--- src/rtl/ov_pkg.sv ---
// Shared definitions for the OV sensor init sequencer: state encoding,
// command-table markers and iic status bit positions.
package ov_pkg;

  typedef enum logic [3:0] {
    S_IDLE, S_PWRUP, S_FETCH, S_DECODE, S_STROBE,
    S_WAIT_HI, S_WAIT_LO, S_DELAY, S_NEXT, S_DONE, S_ERR
  } state_t;

  localparam logic [7:0]  DLY_TAG  = 8'hFF;
  localparam logic [15:0] END_WORD = 16'hFFFF;

  localparam int BUSY = 0;
  localparam int NACK = 1;

endpackage

--- src/rtl/ov_ms_timer.sv ---
// Millisecond down-counter driven by a microsecond pulse; owns the us->ms prescaler.
module ov_ms_timer #(
  parameter int US_PER_MS = 1000
) (
  input  logic       clk_sys,
  input  logic       rst,
  input  logic       load,
  input  logic [7:0] ms_val,
  input  logic       pluse_us,
  output logic       expired
);

  localparam int UW = (US_PER_MS > 1) ? $clog2(US_PER_MS) : 1;

  logic [7:0]    ms_cnt;
  logic [UW-1:0] us_cnt;

  // A load restarts the prescaler so a delay is never shortened by a partial ms.
  always_ff @(posedge clk_sys) begin
    if (rst) begin
      ms_cnt <= '0;
      us_cnt <= '0;
    end else if (load) begin
      ms_cnt <= ms_val;
      us_cnt <= '0;
    end else if (pluse_us && ms_cnt != 8'd0) begin
      if (us_cnt == UW'(US_PER_MS - 1)) begin
        us_cnt <= '0;
        ms_cnt <= ms_cnt - 8'd1;
      end else begin
        us_cnt <= us_cnt + UW'(1);
      end
    end
  end

  assign expired = (ms_cnt == 8'd0);

endmodule

--- src/rtl/ov_init_seq.sv ---
// Power-up and register-initialisation sequencer for the OV camera sensor:
// walks a command table and issues SCCB writes through the iic engine.
module ov_init_seq
  import ov_pkg::*;
#(
  parameter logic [7:0] DEVID     = 8'h42,
  parameter int         TBL_AW    = 6,
  parameter int         PWRUP_MS  = 20,
  parameter int         US_PER_MS = 1000,
  parameter int         MAX_RETRY = 3,
  parameter int         ACK_TMO   = 64
) (
  input  logic              clk_sys,
  input  logic              rst,
  input  logic              pluse_us,
  input  logic              start,
  output logic [TBL_AW-1:0] tbl_addr,
  input  logic [15:0]       tbl_data,
  output logic [7:0]        cfg_iic_devid,
  output logic [7:0]        cfg_iic_addr,
  output logic [7:0]        cfg_iic_wdata,
  output logic [7:0]        act_iic_write,
  input  logic [7:0]        stu_iic_status,
  output logic              own_iic,
  output logic              seq_busy,
  output logic              seq_done,
  output logic              seq_err,
  output logic [TBL_AW-1:0] err_idx
);

  localparam int RW = $clog2(MAX_RETRY + 1);
  localparam int TW = $clog2(ACK_TMO) + 1;

  state_t        state;
  logic          strobe;
  logic [RW-1:0] retry;
  logic [TW-1:0] tmo;
  logic          start_ok, is_end, is_dly, tmr_load, expired;
  logic [7:0]    tmr_val;
  logic          unused_status;

  assign cfg_iic_devid = DEVID;
  assign act_iic_write = {7'd0, strobe};
  assign own_iic       = seq_busy;
  assign unused_status = ^stu_iic_status[7:2];

  assign start_ok = start && (state == S_IDLE || state == S_DONE || state == S_ERR);
  assign is_end   = (tbl_data == END_WORD);
  assign is_dly   = (tbl_data[15:8] == DLY_TAG);

  // The timer load is combinational so PWRUP/DELAY see the new count on their first cycle.
  assign tmr_load = start_ok || (state == S_DECODE && !is_end && is_dly);
  assign tmr_val  = start_ok ? 8'(PWRUP_MS) : tbl_data[7:0];

  ov_ms_timer #(.US_PER_MS(US_PER_MS)) u_timer (
    .clk_sys (clk_sys),
    .rst     (rst),
    .load    (tmr_load),
    .ms_val  (tmr_val),
    .pluse_us(pluse_us),
    .expired (expired)
  );

  always_ff @(posedge clk_sys) begin
    if (rst) begin
      state         <= S_IDLE;
      tbl_addr      <= '0;
      cfg_iic_addr  <= '0;
      cfg_iic_wdata <= '0;
      strobe        <= 1'b0;
      seq_busy      <= 1'b0;
      seq_done      <= 1'b0;
      seq_err       <= 1'b0;
      err_idx       <= '0;
      retry         <= '0;
      tmo           <= '0;
    end else begin
      strobe <= 1'b0;
      case (state)
        S_IDLE, S_DONE, S_ERR: if (start) begin
          state    <= S_PWRUP;
          tbl_addr <= '0;
          seq_busy <= 1'b1;
          seq_done <= 1'b0;
          seq_err  <= 1'b0;
          retry    <= '0;
        end
        S_PWRUP: if (expired) state <= S_FETCH;
        S_FETCH: state <= S_DECODE;
        S_DECODE: begin
          if (is_end) begin
            state    <= S_DONE;
            seq_busy <= 1'b0;
            seq_done <= 1'b1;
          end else if (is_dly) begin
            state <= S_DELAY;
          end else begin
            cfg_iic_addr  <= tbl_data[15:8];
            cfg_iic_wdata <= tbl_data[7:0];
            strobe        <= 1'b1;
            state         <= S_STROBE;
          end
        end
        S_STROBE: begin
          tmo   <= '0;
          state <= S_WAIT_HI;
        end
        // The strobe cycle counts as the first cycle of the ack window.
        S_WAIT_HI: begin
          if (stu_iic_status[BUSY]) begin
            state <= S_WAIT_LO;
          end else if (tmo == TW'(ACK_TMO - 2)) begin
            state    <= S_ERR;
            seq_busy <= 1'b0;
            seq_err  <= 1'b1;
            err_idx  <= tbl_addr;
          end else begin
            tmo <= tmo + TW'(1);
          end
        end
        S_WAIT_LO: if (!stu_iic_status[BUSY]) begin
          if (!stu_iic_status[NACK]) begin
            retry <= '0;
            state <= S_NEXT;
          end else if (retry < RW'(MAX_RETRY)) begin
            retry  <= retry + RW'(1);
            strobe <= 1'b1;
            state  <= S_STROBE;
          end else begin
            state    <= S_ERR;
            seq_busy <= 1'b0;
            seq_err  <= 1'b1;
            err_idx  <= tbl_addr;
          end
        end
        S_DELAY: if (expired) state <= S_NEXT;
        // The last table slot is an implicit end marker.
        S_NEXT: begin
          if (tbl_addr == '1) begin
            state    <= S_DONE;
            seq_busy <= 1'b0;
            seq_done <= 1'b1;
          end else begin
            tbl_addr <= tbl_addr + TBL_AW'(1);
            state    <= S_FETCH;
          end
        end
        default: state <= S_IDLE;
      endcase
    end
  end

endmodule

--- config.mk ---
export PLATFORM = sky130hd
export DESIGN_NAME = ov_init_seq
export DESIGN_NICKNAME = d
export VERILOG_FILES = /design/src/rtl/ov_pkg.sv /design/src/rtl/ov_ms_timer.sv /design/src/rtl/ov_init_seq.sv
export SDC_FILE = /design/constraint.sdc
export NUM_CORES = 1
export LEC_CHECK = 0
export BUFFER_PORTS_ARGS = -buffer_cell sky130_fd_sc_hd__buf_4
export CORE_MARGIN = 1.5
export CORE_UTILIZATION = 49
export CTS_CLUSTER_SIZE = 8
export DETAILED_ROUTE_END_ITERATION = 8
export PLACE_DENSITY = 0.76
export SKIP_CTS_REPAIR_TIMING = 1
export SLEW_MARGIN = 0
export SYNTH_ARGS = -nofsm -noshare
export SYNTH_HDL_FRONTEND = slang
export SYNTH_SLANG_ARGS = --single-unit
--- constraint.sdc ---
create_clock -name clk_sys -period 2.1 [get_ports clk_sys]
set_clock_uncertainty 0.15 [all_clocks]
set_input_delay 0.105 -clock clk_sys [delete_from_list [all_inputs] [get_ports clk_sys]]
set_output_delay 0.105 -clock clk_sys [all_outputs]
set_load 0.005 [all_outputs]
* After elaboration in Yosys (flattened, before gate mapping)
Index checks and enable logic that the tools add are counted.
Word-level totals: output and inout bits 48, register bits after elaboration 63, input port bits 28, logic and storage cells 141
Cells by class: bitwise operators 2, reductions and logical operators 32, muxes and demuxes 59, $lt $le $gt $ge 1, $add $sub $neg 5, equality and inequality tests 29
Operators by type and width (count):
- 6-bit 2-to-1 mux | 7
- 4-bit 2-to-1 mux | 10
- 4-bit case mux with 9 select lines | 1
- 8-bit 2-to-1 mux | 4
- 2-bit inequality test, second input constant | 12
- 6-bit case mux with 2 select lines | 2
- 1-bit 2-to-1 mux | 21
- 16-bit equality test, second input constant | 1
- 4-bit by 3-bit equality test with 1-bit output, second input constant | 4
- 7-bit 2-to-1 mux | 2
- 7-bit case mux with 2 select lines | 1
- 4-bit equality test, second input constant | 3
- 2-bit nonzero test | 6
- 10-bit by 1-bit adder with 10-bit output, second input constant | 1
- 10-bit equality test, second input constant | 1
- 10-bit 2-to-1 mux | 1
- 2-bit 2-to-1 mux | 5
- 3-bit AND reduction | 3
- 9-bit AND reduction | 1
- 4-bit by 2-bit equality test with 1-bit output, second input constant | 2
- 8-bit equality test, second input constant | 1
- 8-bit zero test | 1
- 4-bit AND reduction | 2
- 8-bit nonzero test | 1
- other kinds (26) | 35

* Logic depth before layout (Yosys ltp)
Gate-level depths: netlist of run 1.
depth in word-level cells 7, gate-level depth with buffers 9, depth with buffers taken out 7

* Modules after synthesis
A second synthesis of run 1 with hierarchy kept.
Unflattened totals: cell total of the unflattened synthesis 429, area, all modules 3618.5 um^2
Modules (own cells, without submodules):
- ov_init_seq | seq. area each 900.9 um^2, instances 1, area each 2512.4 um^2, cells an instance 301
- ov_ms_timer | seq. area each 360.3 um^2, instances 1, area each 1106.1 um^2, cells an instance 128

* Worst setup path before layout of run 1
OpenSTA, ideal clock, no wires.
path kind flip-flop to flip-flop, start reg u_timer.ms_cnt[0], end reg u_timer.us_cnt[8], clock period less this slack 2.145 ns, stages on the path, launching flop included 10, arrival 1.929 ns, path buffers 2, data required time 1.884 ns, path slack -0.045 ns, setup time 0.066 ns, path through dfxtp_1 inv_1 ha_1 nor3b_1 a21boi_2 and2_4 buf_6 or3_1 buf_6 a21oi_2
Between the ends: longest elaborated chain between the ends 2
RTL lines:
- from (decl) | RTL line ov_ms_timer.sv:15 | logic [7:0] ms_cnt;
- from (signal assigned) | RTL line ov_ms_timer.sv:24 | ms_cnt <= ms_val;
- from (signal assigned) | RTL line ov_ms_timer.sv:29 | ms_cnt <= ms_cnt - 8'd1;
- 8-bit nonzero test | RTL line ov_ms_timer.sv:26 | end else if (pluse_us && ms_cnt != 8'd0) begin
- 1-bit logical AND | RTL line ov_ms_timer.sv:26
- to (signal assigned) | RTL line ov_ms_timer.sv:31 | us_cnt <= us_cnt + UW'(1);
- to (decl) | RTL line ov_ms_timer.sv:16 | logic [UW-1:0] us_cnt;
No other way between the ends. A chain may end at the register's enable or synchronous reset.

* Worst setup path in the final report of run 1
start reg u_timer.ms_cnt[5], end reg state[0]
Between the ends: longest elaborated chain between the ends 3, elaborated cells between the ends (all ways) 4, those cells by class eq/ne: 2; reduce/logical: 2
RTL lines:
- 8-bit zero test * | RTL line ov_ms_timer.sv:36 | assign expired = (ms_cnt == 8'd0);
- 2-bit inequality test (no line)
- 5-bit AND reduction (no line) *
- to (signal assigned) | RTL line ov_init_seq.sv:66 | state <= S_IDLE;
- to (signal assigned) | RTL line ov_init_seq.sv:81 | state <= S_PWRUP;
- to (signal assigned) | RTL line ov_init_seq.sv:88 | S_PWRUP: if (expired) state <= S_FETCH;
- to (decl) | RTL line ov_init_seq.sv:34 | state_t state;
Mark *: on every way between the ends. The rest lies on a longest branch, timed or not.

==> results of run 1 <==
==> metrics by stage <==
step	TNS, ns	hold slack (ns)	setup WS [ns]
detailed placement	-0.0205	0.209	-0.0113
global placement	0	0.215	0.0333
floorplan	0	0.0822	0.113
finish	0	0.0123	0.102
CTS	-0.208	-0.145	-0.0272
global route	-0.0137	0.0244	-0.0137
==> critical path, delay by kind of cell, from the launching register on <==
| kind | cells | cell delay (ns) |
|---|---|---|
| flops | 1 | 0.37 |
| simple gates | 3 | 0.62 |
| buf+inv | 1 | 0.19 |
| compound gates | 2 | 0.55 |
==> registers in the layout (all words and copies together), names as in the netlist <==
name,flops
cfg_iic_addr,8
cfg_iic_wdata,8
err_idx,6
own_iic,1
retry,2
seq_done,1
seq_err,1
state,4
strobe,1
tbl_addr,6
tmo,7
u_timer.ms_cnt,8
u_timer.us_cnt,10
==> metal layers <==
layer / wire (um) / up-vias / track usage [%]
met3: 459 / 18 / 4.00
met1: 3860 / 1528 / 28.7
met2: 4360 / 127 / 37.7
li1: - / 1580 / -
met5: 0 / - / 0
met4: 158 / 0 / 11.4
==> cell type report <==
| cell class | count | area (sq um) |
|---|---|---|
| Inverter | 12 | 45.0 |
| Fill cell | 561 | 2350 |
| Clock buffer | 13 | 159 |
| Multi-Input combinational cell | 305 | 2020 |
| Clock inverter | 3 | 65.1 |
| Timing Repair Buffer | 98 | 778 |
| Sequential cell | 63 | 1260 |
| Tap cell | 96 | 120 |
==> worst min path at each step <==
stage / depth (start not counted) / slack [ns] / startpoint / to
after CTS: 3 / -0.14 / tbl_data[6] / u_timer.ms_cnt[6]
final: 4 / 0.01 / start / state[3]
after global routing: 4 / 0.02 / start / state[3]
after floorplan: 2 / 0.08 / tbl_data[3] / u_timer.ms_cnt[3]
after detailed placement: 3 / 0.21 / tbl_data[6] / u_timer.ms_cnt[6]
after global placement: 3 / 0.21 / tbl_data[6] / u_timer.ms_cnt[6]
==> placed cells by master (no fill, tap or decap), types with 4 or more instances in the layout <==
cell           instances
a211oi_1               7
buf_4                 81
nand4_1                9
nand2_1               50
ha_1                   7
nor3_1                 5
o221a_2                4
a21oi_1               28
or3_1                  4
nor2_2                 8
mux2i_1               10
clkbuf_8              11
dfxtp_1               61
o21ai_0                7
dlygate4sd3_1         17
conb_1                15
xnor2_1                8
nand3_1               13
inv_1                 12
nor4_1                 5
xor2_1                17
and3_1                 5
nor2_1                32
==> power by group <==
group	total [mW]	internal (mW)	switching, mW
clock network	1.21	0.733	0.473
logic	1.41	0.675	0.737
registers	1.42	1.30	0.116
==> cells by family (layout without fill, tap and decap cells) <==
group                      after synthesis  in the layout  synth area share [%]
and+or+nand+nor                        164            164                  25.5
AOI/OAI and AO/OA                       82             82                  17.1
DFF                                     63             63                  36.8
buffers and inverters                   50            126                  7.99
xor gates and xnor gates                26             26                  6.64
muxes                                   10             10                  2.92
adders and majority gates                8              8                  2.84
other                                    2             15                 0.219
==> flow_metrics.env, run 1 <==
export IMPL_critPathLaunchType="register"
export IMPL_grt_pass1_wl_um=13500
export IMPL_grt_max_degree=40
export IMPL_ys_warn_count=0
export IMPL_die_h_um=86.7
export IMPL_synthCells=405
export IMPL_fin_crit_ns=2.00
export IMPL_p_total_mw=4.04
export IMPL_ctsHtreeMaxLevel=3
export IMPL_dieArea_sq_mm=0.00751
export IMPL_ys_types=62
export IMPL_placedCellCount=552
export IMPL_drive_above_1_share_pct=25.9
export IMPL_synth_edff_count=0
export IMPL_fin_area_sq_mm=0.00445
export IMPL_cts_tree="built"
export IMPL_drc=0
export IMPL_cp_max_fo=4
export IMPL_synthToLayoutAreaGrowth_pct=29.6
export IMPL_stdcell_count=590
export IMPL_rows=30
export IMPL_end_kind="register"
export IMPL_drv_cap=0
export IMPL_crit_path_top_delay_cell="dfxtp_1"
export IMPL_r2r_start="u_timer.ms_cnt[5]"
export IMPL_place_area_sq_mm=0.00395
export IMPL_clockRootBuffer="clkbuf_8"
export IMPL_postRouteAntennaNets=0
export IMPL_grt_pass1_vias=2950
export IMPL_cp_arrival_ns=2.07
export IMPL_cts_num_sinks=63
export IMPL_io_buffers=54
export IMPL_fmax_mhz=501
export IMPL_hold_path_class="input port to register"
export IMPL_synth_area_top_cells="dfxtp_1, nand2_1, xor2_1, a21oi_1, buf_4"
export IMPL_synth_top_area_share_pct=36.8
export IMPL_dieWidth_um=86.7
export IMPL_status="completed"
export IMPL_dpl_hpwl_um=6130
export IMPL_routed_wl_um=8830
export IMPL_yosysSeqAreaShare_pct=36.8
export IMPL_avgSynthCellArea_sq_um=8.47
export IMPL_first_pass_iters=5
export IMPL_nets=524
export IMPL_ir_drop_mv=0.497
export IMPL_core_sq_mm=0.00679
export IMPL_start_util_pct=50.5
export IMPL_clk_pin_slew_ns=0.07
export IMPL_clk_latency_ns=0.34
export IMPL_diodes=0
export IMPL_critPathMaxStageDelay_ns=0.37
export IMPL_antenna_found_initial=0
export IMPL_r2r_slack_ns=0.10
export IMPL_cp_data_required_time_ns=2.18
export IMPL_cp_cell_sequence="nor4_4 > buf_4 > nand2_1 > nor4b_2 > o31a_1 > a311oi_1"
export IMPL_startpoint="u_timer.ms_cnt[5]"
export IMPL_ios=76
export IMPL_clock_path_buffers=2
export IMPL_avgRoutedWirePerCell_um=15.0
export IMPL_overflow=0
export IMPL_yosysMostFrequentCell="dfxtp_1"
export IMPL_path_class="register to register"
export IMPL_cts_made_buffers=9
export IMPL_synth_area_sq_mm=0.00343
export IMPL_synth_seq_cells=63
export IMPL_synth_top_area_cell="dfxtp_1"
export IMPL_via_count=3253
export IMPL_grtUsageTotal_pct=22.8
export IMPL_ys_flop_type="dfxtp_1"
export IMPL_pwr_density_cell_mw_per_mm2=907
export IMPL_yosys_top_cells_count="dfxtp_1, nand2_1, nor2_1"
export IMPL_final_util_pct=65.5
export IMPL_endpoint="state[0]"
export IMPL_via_per_inst=5.51
export IMPL_reg2reg_depth=6
export IMPL_r2r_end="state[0]"
export IMPL_initialDrtViolationCount=190
export IMPL_final_hold_violation_count=0
export IMPL_finalCritPeriodShare_pct=95.1
export IMPL_maxSlewViolCount=0
export IMPL_place_gp_congestion=0.907
export IMPL_p_leak_nw=1.74
export IMPL_postSynth_asyncResetShare_pct=0
export IMPL_setup_viol=0
Power figures use the tool's default switching activity.
==> inputs of run 2 (changes only) <==
--- a/config.mk
+++ b/config.mk
@@ -6,11 +6,13 @@
 export NUM_CORES = 1
 export LEC_CHECK = 0
 export BUFFER_PORTS_ARGS = -buffer_cell sky130_fd_sc_hd__buf_4
+export CELL_PAD_IN_SITES_DETAIL_PLACEMENT = 2
+export CELL_PAD_IN_SITES_GLOBAL_PLACEMENT = 2
 export CORE_MARGIN = 1.5
-export CORE_UTILIZATION = 49
+export CORE_UTILIZATION = 29
 export CTS_CLUSTER_SIZE = 8
 export DETAILED_ROUTE_END_ITERATION = 8
-export PLACE_DENSITY = 0.76
+export PLACE_DENSITY_LB_ADDON = 0.1
 export SKIP_CTS_REPAIR_TIMING = 1
 export SLEW_MARGIN = 0
 export SYNTH_ARGS = -nofsm -noshare
==> flow_metrics.env, run 2 (synthesis results as in run 1) <==
export IMPL_status="complete, but fails checks"
export IMPL_violations="hold timing"
export IMPL_p_leak_nw=1.91
export IMPL_cp_data_required_time_ns=2.22
export IMPL_nets=547
export IMPL_clockRootBuffer="clkbuf_16"
export IMPL_whs_ns=-0.0199
export IMPL_clk_pin_slew_ns=0.05
export IMPL_cts_tree="built"
export IMPL_cp_max_fo=8
export IMPL_grt_pass1_wl_um=18600
export IMPL_final_cell_mix="buf_4, dfxtp_1, nand2_1"
export IMPL_routed_wl_um=11600
export IMPL_setup_viol=0
export IMPL_grt_max_degree=21
export IMPL_final_setup_tns_ns=0
export IMPL_r2r_start="state[3]"
export IMPL_first_pass_iters=4
export IMPL_final_common_cell="buf_4"
export IMPL_cts_num_sinks=63
export IMPL_hold_path_class="input port to register"
export IMPL_dieArea_sq_mm=0.0125
export IMPL_ios=76
export IMPL_largest_register="u_timer.us_cnt"
export IMPL_clock_path_buffers=2
export IMPL_via_per_inst=5.11
export IMPL_place_area_sq_mm=0.00423
export IMPL_antenna_found_initial=0
export IMPL_overflow=0
export IMPL_max_slew_margin_rel_pct=62.8
export IMPL_ctsHtreeMaxLevel=3
export IMPL_fmax_mhz=500
export IMPL_die_h_um=112
export IMPL_pwr_density_cell_mw_per_mm2=949
export IMPL_drc=0
export IMPL_maxSlewViolCount=0
export IMPL_grt_setup_unrepaired="true"
export IMPL_synthToLayoutAreaGrowth_pct=38.8
export IMPL_final_hold_violation_count=11
export IMPL_rows=39
export IMPL_cp_arrival_ns=2.12
export IMPL_postRouteAntennaNets=0
export IMPL_diodes=0
export IMPL_largest_register_ff_count=10
export IMPL_drive_above_1_share_pct=30.2
export IMPL_drv_cap=0
export IMPL_clk_latency_ns=0.34
export IMPL_grt_pass1_vias=3567
export IMPL_dieWidth_um=112
export IMPL_grtUsageTotal_pct=18.8
export IMPL_io_buffers=54
export IMPL_place_gp_congestion=0.851
export IMPL_end_kind="register"
export IMPL_avgRoutedWirePerCell_um=17.6
export IMPL_nFillCells=1263
export IMPL_critPathLaunchType="input port"
export IMPL_finalCritPeriodShare_pct=95.2
export IMPL_hp_start="rst"
export IMPL_startpoint="tbl_data[5]"
export IMPL_initialDrtViolationCount=86
export IMPL_start_util_pct=29.9
export IMPL_worst_slew_pin_slew_ns=0.544
export IMPL_cts_made_buffers=9
export IMPL_dpl_hpwl_um=8360
export IMPL_p_total_mw=4.52
export IMPL_fin_crit_ns=2.00
export IMPL_path_class="input port to register"
export IMPL_via_count=3371
export IMPL_fin_area_sq_mm=0.00476
export IMPL_ir_drop_mv=0.497
export IMPL_core_sq_mm=0.0115
==> run 2: worst paths after layout <==
check	to	slack, ns	cells past startpoint
worst max-delay path	u_timer.us_cnt[9]	0.10	8
worst min-delay path	cfg_iic_wdata[3]	-0.02	2
worst max register to register	seq_err	0.10	7
worst min register to register	retry[1]	0.32	2
==> run 2: area by class of cell <==
class                           instances  area (sq um)  share of cell area (%)
Multi-Input combinational cell        305          2010                    42.1
Sequential cell                        63          1270                    26.6
Timing Repair Buffer                  121           965                    20.3
Clock buffer                           10           239                    5.02
Tap cell                              143           179                    3.76
Clock inverter                          6          60.1                    1.26
Inverter                               12          45.0                   0.946
==> run 2: per-layer routing <==
layer | wire length [um] | track usage, % | share of wire [%] | up-vias
li1 | - | - | - | 1631
met1 | 5340 | 24.0 | 46 | 1669
met2 | 5720 | 31.3 | 49 | 57
met3 | 402 | 4.03 | 3.5 | 14
met4 | 180 | 7.09 | 1.5 | 0
met5 | 0 | 0 | 0 | -
==> run 2: metrics by stage <==
stage	std cells	setup slack (ns)	util, %
after global routing	660	-0.000882	41.5
after global placement	627	0.0206	36.9
after detailed placement	627	-0.0609	36.9
after CTS	643	-0.0996	39.5
after floorplan	418	0.113	-
final	660	0.102	41.5
==> run 2: critical path: stages <==
cell and delay (ns):
dlygate4sd3_1 0.53, buf_4 0.12, nand4_1 0.10, or2_2 0.34, a21o_1 0.26, or3_1 0.41, buf_12 0.16, nor2_2 0.10
==> run 2: report_power, final <==
group / internal (mW) / switching, mW / leakage (nW)
sequential: 1.30 / 0.106 / 0.511
clock: 0.944 / 0.574 / 0.144
combinational: 0.773 / 0.818 / 1.25
total: 3.02 / 1.50 / 1.91
